--- src/rtl/inst_fetch.sv ---
// Instruction fetch stage: owns the PC, drives the instruction ROM and loads the IF/ID register.
// Optional macro FETCH_ALIGN_CHECK_EN adds id_adel_o, flagging misaligned fetches for ID.
module inst_fetch #(
  parameter int unsigned      ADDR_W   = 32,
  parameter int unsigned      INST_W   = 32,
  parameter logic [ADDR_W-1:0] RESET_PC = '0
) (
  input  logic              clk,
  input  logic              rst,
  input  logic              stall_if,
  input  logic              stall_id,
  input  logic              branch_flag_i,
  input  logic [ADDR_W-1:0] branch_target_i,
  input  logic              flush_i,
  input  logic [ADDR_W-1:0] new_pc_i,
  output logic              rom_ce_o,
  output logic [ADDR_W-1:0] rom_addr_o,
  input  logic [INST_W-1:0] rom_inst_i,
  output logic [ADDR_W-1:0] id_pc_o,
  output logic [INST_W-1:0] id_inst_o,
`ifdef FETCH_ALIGN_CHECK_EN
  output logic              id_adel_o,
`endif
  output logic              id_valid_o
);

  logic              r_ce;
  logic [ADDR_W-1:0] r_pc;
  logic              r_pend_valid;
  logic [ADDR_W-1:0] r_pend_target;
  logic [ADDR_W-1:0] r_id_pc;
  logic [INST_W-1:0] r_id_inst;
  logic              r_id_valid;
  logic [INST_W-1:0] w_fetch_inst;

  assign rom_ce_o   = r_ce;
  assign rom_addr_o = r_pc;
  assign id_pc_o    = r_id_pc;
  assign id_inst_o  = r_id_inst;
  assign id_valid_o = r_id_valid;

`ifdef FETCH_ALIGN_CHECK_EN
  logic w_misalign;
  logic r_id_adel;
  assign w_misalign   = (r_pc[1:0] != 2'b00);
  // Misaligned fetches carry a zero word; ID sees valid+adel and raises AdEL.
  assign w_fetch_inst = (r_ce && !w_misalign) ? rom_inst_i : '0;
  assign id_adel_o    = r_id_adel;
`else
  assign w_fetch_inst = r_ce ? rom_inst_i : '0;
`endif

  // PC and pending redirect. A branch seen while IF is stalled is parked, not dropped.
  always_ff @(posedge clk or negedge rst) begin
    if (!rst) begin
      r_ce          <= 1'b0;
      r_pc          <= RESET_PC;
      r_pend_valid  <= 1'b0;
      r_pend_target <= '0;
    end else begin
      r_ce <= 1'b1;
      if (r_ce) begin
        if (flush_i) begin
          r_pc         <= new_pc_i;
          r_pend_valid <= 1'b0;
        end else if (stall_if) begin
          if (branch_flag_i) begin
            r_pend_valid  <= 1'b1;
            r_pend_target <= branch_target_i;
          end
        end else if (branch_flag_i) begin
          r_pc         <= branch_target_i;
          r_pend_valid <= 1'b0;
        end else if (r_pend_valid) begin
          r_pc         <= r_pend_target;
          r_pend_valid <= 1'b0;
        end else begin
          r_pc <= r_pc + ADDR_W'(4);
        end
      end
    end
  end

  // IF/ID register. The instruction in IF is never squashed by a branch (delay slot).
  always_ff @(posedge clk or negedge rst) begin
    if (!rst) begin
      r_id_pc    <= '0;
      r_id_inst  <= '0;
      r_id_valid <= 1'b0;
    end else if (flush_i) begin
      r_id_pc    <= '0;
      r_id_inst  <= '0;
      r_id_valid <= 1'b0;
    end else if (stall_id) begin
      r_id_pc    <= r_id_pc;
    end else if (stall_if) begin
      r_id_inst  <= '0;
      r_id_valid <= 1'b0;
    end else begin
      r_id_pc    <= r_pc;
      r_id_inst  <= w_fetch_inst;
      r_id_valid <= r_ce;
    end
  end

`ifdef FETCH_ALIGN_CHECK_EN
  always_ff @(posedge clk or negedge rst) begin
    if (!rst)           r_id_adel <= 1'b0;
    else if (flush_i)   r_id_adel <= 1'b0;
    else if (stall_id)  r_id_adel <= r_id_adel;
    else if (stall_if)  r_id_adel <= 1'b0;
    else                r_id_adel <= r_ce & w_misalign;
  end
`endif

endmodule

--- config.mk ---
export PLATFORM = sky130hd
export DESIGN_NAME = inst_fetch
export DESIGN_NICKNAME = d
export VERILOG_FILES = /design/src/rtl/inst_fetch.sv
export SDC_FILE = /design/constraint.sdc
export NUM_CORES = 1
export LEC_CHECK = 0
export CORE_UTILIZATION = 47
export CTS_BUF_LIST = sky130_fd_sc_hd__clkbuf_4 sky130_fd_sc_hd__clkbuf_8 sky130_fd_sc_hd__clkbuf_16
export DETAILED_ROUTE_END_ITERATION = 10
export PLACE_DENSITY = 0.91
export SYNTH_ARGS = -nofsm -noshare
export SYNTH_HDL_FRONTEND = slang
export SYNTH_SLANG_ARGS = --single-unit
--- constraint.sdc ---
create_clock -name clk -period 2.2 [get_ports clk]
set_input_delay 0.55 -clock clk [delete_from_list [all_inputs] [get_ports clk]]
set_output_delay 0.55 -clock clk [all_outputs]
set_load 0.05 [all_outputs]
Yosys cells after proc, flatten, opt, wreduce, memory -nomap -nowiden --
Cells that the tools add are included.
Cells by class: add/subtract/negate cells 1, equal/unequal tests 3, mux-type cells 17, bitwise logic cells 1, reductions and logical operators 4
Operator list (count):
- $mux W32 | 11
- $add A32 B3 Y32 const B | 1
- $mux W1 | 6
- $reduce_and A2 Y1 | 3
- $ne A2 B1 Y1 const B | 2
- $reduce_and A4 Y1 | 1
- $ne A3 B1 Y1 const B | 1
- $not A1 Y1 | 1
Word-level totals: register bits 131

Depth between registers and ports, before layout --
depth in word-level cells 5, depth in mapped cells 7, gate-level depth less buffers 6

Worst setup path before layout --
No wires, ideal clock.
path type register to register, start point register r_pc[12] (netlist: rom_addr_o[12]), end point register r_pc[27] (netlist: rom_addr_o[27]), setup time 94 ps, arrival time 2249 ps, required time 2106 ps, setup slack -143 ps, stages on the path, launching flop included 7, period minus slack after synthesis 2343 ps, cells stage by stage dfrtp_1 > buf_2 > nand3_2 > nor4_4 > nand4_4 > or3_1 > a221oi_2
Between the ends: longest elaborated chain between the ends 5
Ends and longest elaborated chain:
- start: declaration | line 28 | logic [ADDR_W-1:0] r_pc;
- start signal: assignment | line 64 | r_pc <= new_pc_i;
- start signal: assignment | line 72 | r_pc <= branch_target_i;
- start signal: assignment | line 75 | r_pc <= r_pend_target;
- $add A32 B3 Y32 | line 78 | r_pc <= r_pc + ADDR_W'(4);
- $mux W32 | line 74 | end else if (r_pend_valid) begin
- $mux W32 | line 71 | end else if (branch_flag_i) begin
- $mux W32 | line 66 | end else if (stall_if) begin
- $mux W32 | line 63 | if (flush_i) begin
No other way between the ends. The select of a mux whose other input is x is not followed. A chain may end at the register's enable or synchronous reset.

Worst setup path after layout --
start point register r_id_inst[30] (netlist: id_inst_o[30]), end point output id_inst_o[30]
RTL lines:
- start: declaration | line 32 | logic [INST_W-1:0] r_id_inst;
- start signal: assignment | line 101 | r_id_inst <= w_fetch_inst;
- end: declaration | line 20 | output logic [INST_W-1:0] id_inst_o,
No word-level cell between the ends.

==> results.cfg <==
[power_and_ir_drop]
p_clk_frac = 0.372
p_leak_nw = 4.34
p_seq_frac = 0.363
pwr-share-comb = 0.266
power_density_nw_per_um2 = 850
ir_drop_v = 0.000584
switching_share = 0.314
p_switching_mw = 2.53
p_int_mw = 5.53
p_total_mw = 8.06

[global_routing]
grt_start_max_net_pins = 42
top_usage_layer = met2
met2_usage = 0.520
grt_pass1_vias = 6244
grtUsageMet3 = 0.129
grt_pass1_wl_um = 33100
overflow = 0
antenna_found_initial = 0
grt_use_total = 0.329
grt.met1_usage = 0.388

[die]
die_width_um = 117
ios = 200
start_util = 0.488
die_h_um = 117
core_um2 = 12700
die-area_um2 = 13700
std_cell_rows = 41

[placed_design]
dp.cells = 962
hpwl_um = 16100
dp_slack_ps = -246
port_buffers = 199
placed_cell_area_um2 = 8830
place_congestion = 0.990

[setup_path]
path_max_fanout = 2
cp-start-kind = flop
critPathSlowestCell = clkdlybuf4s50_1
path_class = flop to primary output
crit_arrival_ps = 1600
critPathRequiredTime_ps = 1650
worst_path_dominant_cell_family = buffers and inverters
ff2ff_path_depth = 5
cp-startpoint = id_inst_o[30]$_DFFE_PN0N_
ff2ff_setup_slack_ps = 150
r2r-start = rom_addr_o[4]$_DFFE_PN0P_
crit_buf_inv = 1
r2r-end = rom_addr_o[27]$_DFFE_PN0P_
worstSetupEndpointType = primary output
critical_path.cell_chain = clkdlybuf4s50_1
cpPeakStageDelay_ps = 820

[logic_synthesis]
async_reset_ff_frac = 1.00
synthFlopType = dfrtp_1
ys_seq_area_frac = 0.528
syn_area_per_cell_um2 = 11.0
synth_cell_type_count = 55
synthCells = 563
synth_area_um2 = 6210
synth_nets = 666
synth_edf_count = 0
synth_warnings = 0
ys_ff_latch = 131

[routing]
post_drt_wl_per_cell_um = 22.2
drt_iter0_drc = 635
ant_nets = 0
dr.pass1.iters = 5
viasPerCell = 6.31
vias = 6274
drc = 0
wirelength_um = 22100

[finish]
multi_input_area_um2 = 2750
nets = 912
antenna_cells = 0
seqCellArea_um2 = 3280
drive_gt1_frac = 0.219
final_area_um2 = 9490
area_growth_pct = 52.9
final_cells = 994
utilization = 0.746
n_fill_cell = 817

[min_path]
hp-class = primary input to asynchronous set/reset pin

[sta]
final.setup_skew_ps = 17.6
finalSetupViolations = 0
whs_ps = 20.3
fmax_ghz = 0.465
tightest_slew_ps = 704
slew_headroom = 0.530
worst_slack_ps = 49.4
drv_slew = 0
final.period_utilization = 0.978
tns_ps = 0
final_hold_viol_count = 0
fin_crit_ps = 2150

[clock_network]
clock_sinks = 131
cts.path.max_buffers = 2
clock_latency_ps = 430
post_cts_buffers = 0
cts_tree = yes
numCtsBuffers = 17
clk_pin_slew_ps = 60
htreeDepth = 4
clockRootBuffer = clkbuf_16

[outcome]
outcome = finished clean

[flow_run]
maxCapViolCount = 0
routing by layer:
metal	vias to the layer above	part of all wire
met5	-	0
met4	0	0.037
met3	70	0.12
met2	481	0.47
met1	3038	0.37
li1	2685	-
kinds of logic (layout without fill, tap and decap cells):
family                     after synthesis  after routing  share of synthesized area
muxes                                   35             35                     0.0629
xor gates and xnor gates                 4              4                    0.00565
AOI/OAI and AO/OA                      207            207                      0.256
buffers and inverters                   52            311                     0.0317
DFF                                    131            131                      0.528
and+or+nand+nor                        132            132                      0.113
other                                    1              1                   0.000604
adders and majority gates                1              1                    0.00202
area by class of cell:
cell class | count | area share
inverter | 7 | 0.00277
tap | 172 | 0.0227
clock buffer | 23 | 0.0502
sequential | 131 | 0.346
clock inverter | 9 | 0.0162
timing repair buffer | 272 | 0.273
multi-input combinational | 380 | 0.289
flip-flops by register name, indices dropped and copies added (netlist names):
name and cells:
id_pc_o 32, r_pend_valid 1, id_inst_o 32, r_pend_target 32, id_valid_o 1, rom_addr_o 32, rom_ce_o 1
how the worst max path moves through the flow:
stage          slack [ps]  cells after the start                          to
3_5_place_dp         -250                      6  rom_addr_o[11]$_DFFE_PN0P_
5_1_grt                -8                      1               id_inst_o[13]
2_1_floorplan         -70                      5  rom_addr_o[27]$_DFFE_PN0P_
3_3_place_gp         -180                      7  rom_addr_o[25]$_DFFE_PN0P_
6_report               50                      1               id_inst_o[30]
4_1_cts               0.6                      1               id_inst_o[10]
what timing repair did:
action,4_1_cts,5_1_grt
hold buffers,0,0
setup endpoints to repair,9,17
resized for setup,9,17
synthesized netlist by cell type (3+ instances only):
cell	number	share of area
a211oi_1	3	0.0036
a21oi_1	14	0.011
a221o_1	10	0.016
a221oi_1	14	0.020
a22o_1	65	0.092
a31o_2	6	0.0085
a31oi_1	8	0.0081
a32o_1	6	0.0097
and3_1	3	0.0030
buf_1	7	0.0042
clkbuf_1	37	0.022
dfrtp_1	131	0.53
inv_1	7	0.0042
mux2_2	32	0.058
mux2i_1	3	0.0048
nand2_1	24	0.015
nand2b_1	11	0.011
nand3_1	15	0.012
nand4_1	7	0.0071
nor2_1	35	0.021
nor2b_1	3	0.0030
nor3_1	14	0.011
nor4_1	3	0.0030
o211ai_1	6	0.0073
o21ai_0	35	0.028
o22ai_1	7	0.0071
o31ai_1	13	0.016
or2_2	3	0.0030
or3_1	3	0.0030
power by group through the flow:
stage               Clock (mW)  Combinational (mW)  Sequential [mW]
floorplan                    0               0.586             3.48
global placement             0                2.06             2.93
detailed placement           0                2.12             2.95
CTS                       3.04                2.13             2.91
global route              3.14                2.25             2.95
finish                    3.00                2.14             2.92
cell usage in the layout (no fill, tap or decap), types with 7 or more instances in the layout:
master,synthesis,layout
a21oi_1,14,13
a221o_1,10,10
a221oi_1,14,14
a22o_1,65,65
a31oi_1,8,8
buf_4,0,87
clkbuf_16,0,17
clkdlybuf4s50_1,0,151
dfrtp_1,131,128
dlygate4sd2_1,0,9
dlymetal6s2s_1,0,17
inv_1,7,7
mux2_2,32,32
nand2_1,24,24
nand2b_1,11,11
nand3_1,15,15
nand4_1,7,7
nor2_1,35,34
nor3_1,14,13
o21ai_0,35,35
o22ai_1,7,7
o31ai_1,13,13
No activity file was read; power rests on OpenSTA's default activity.
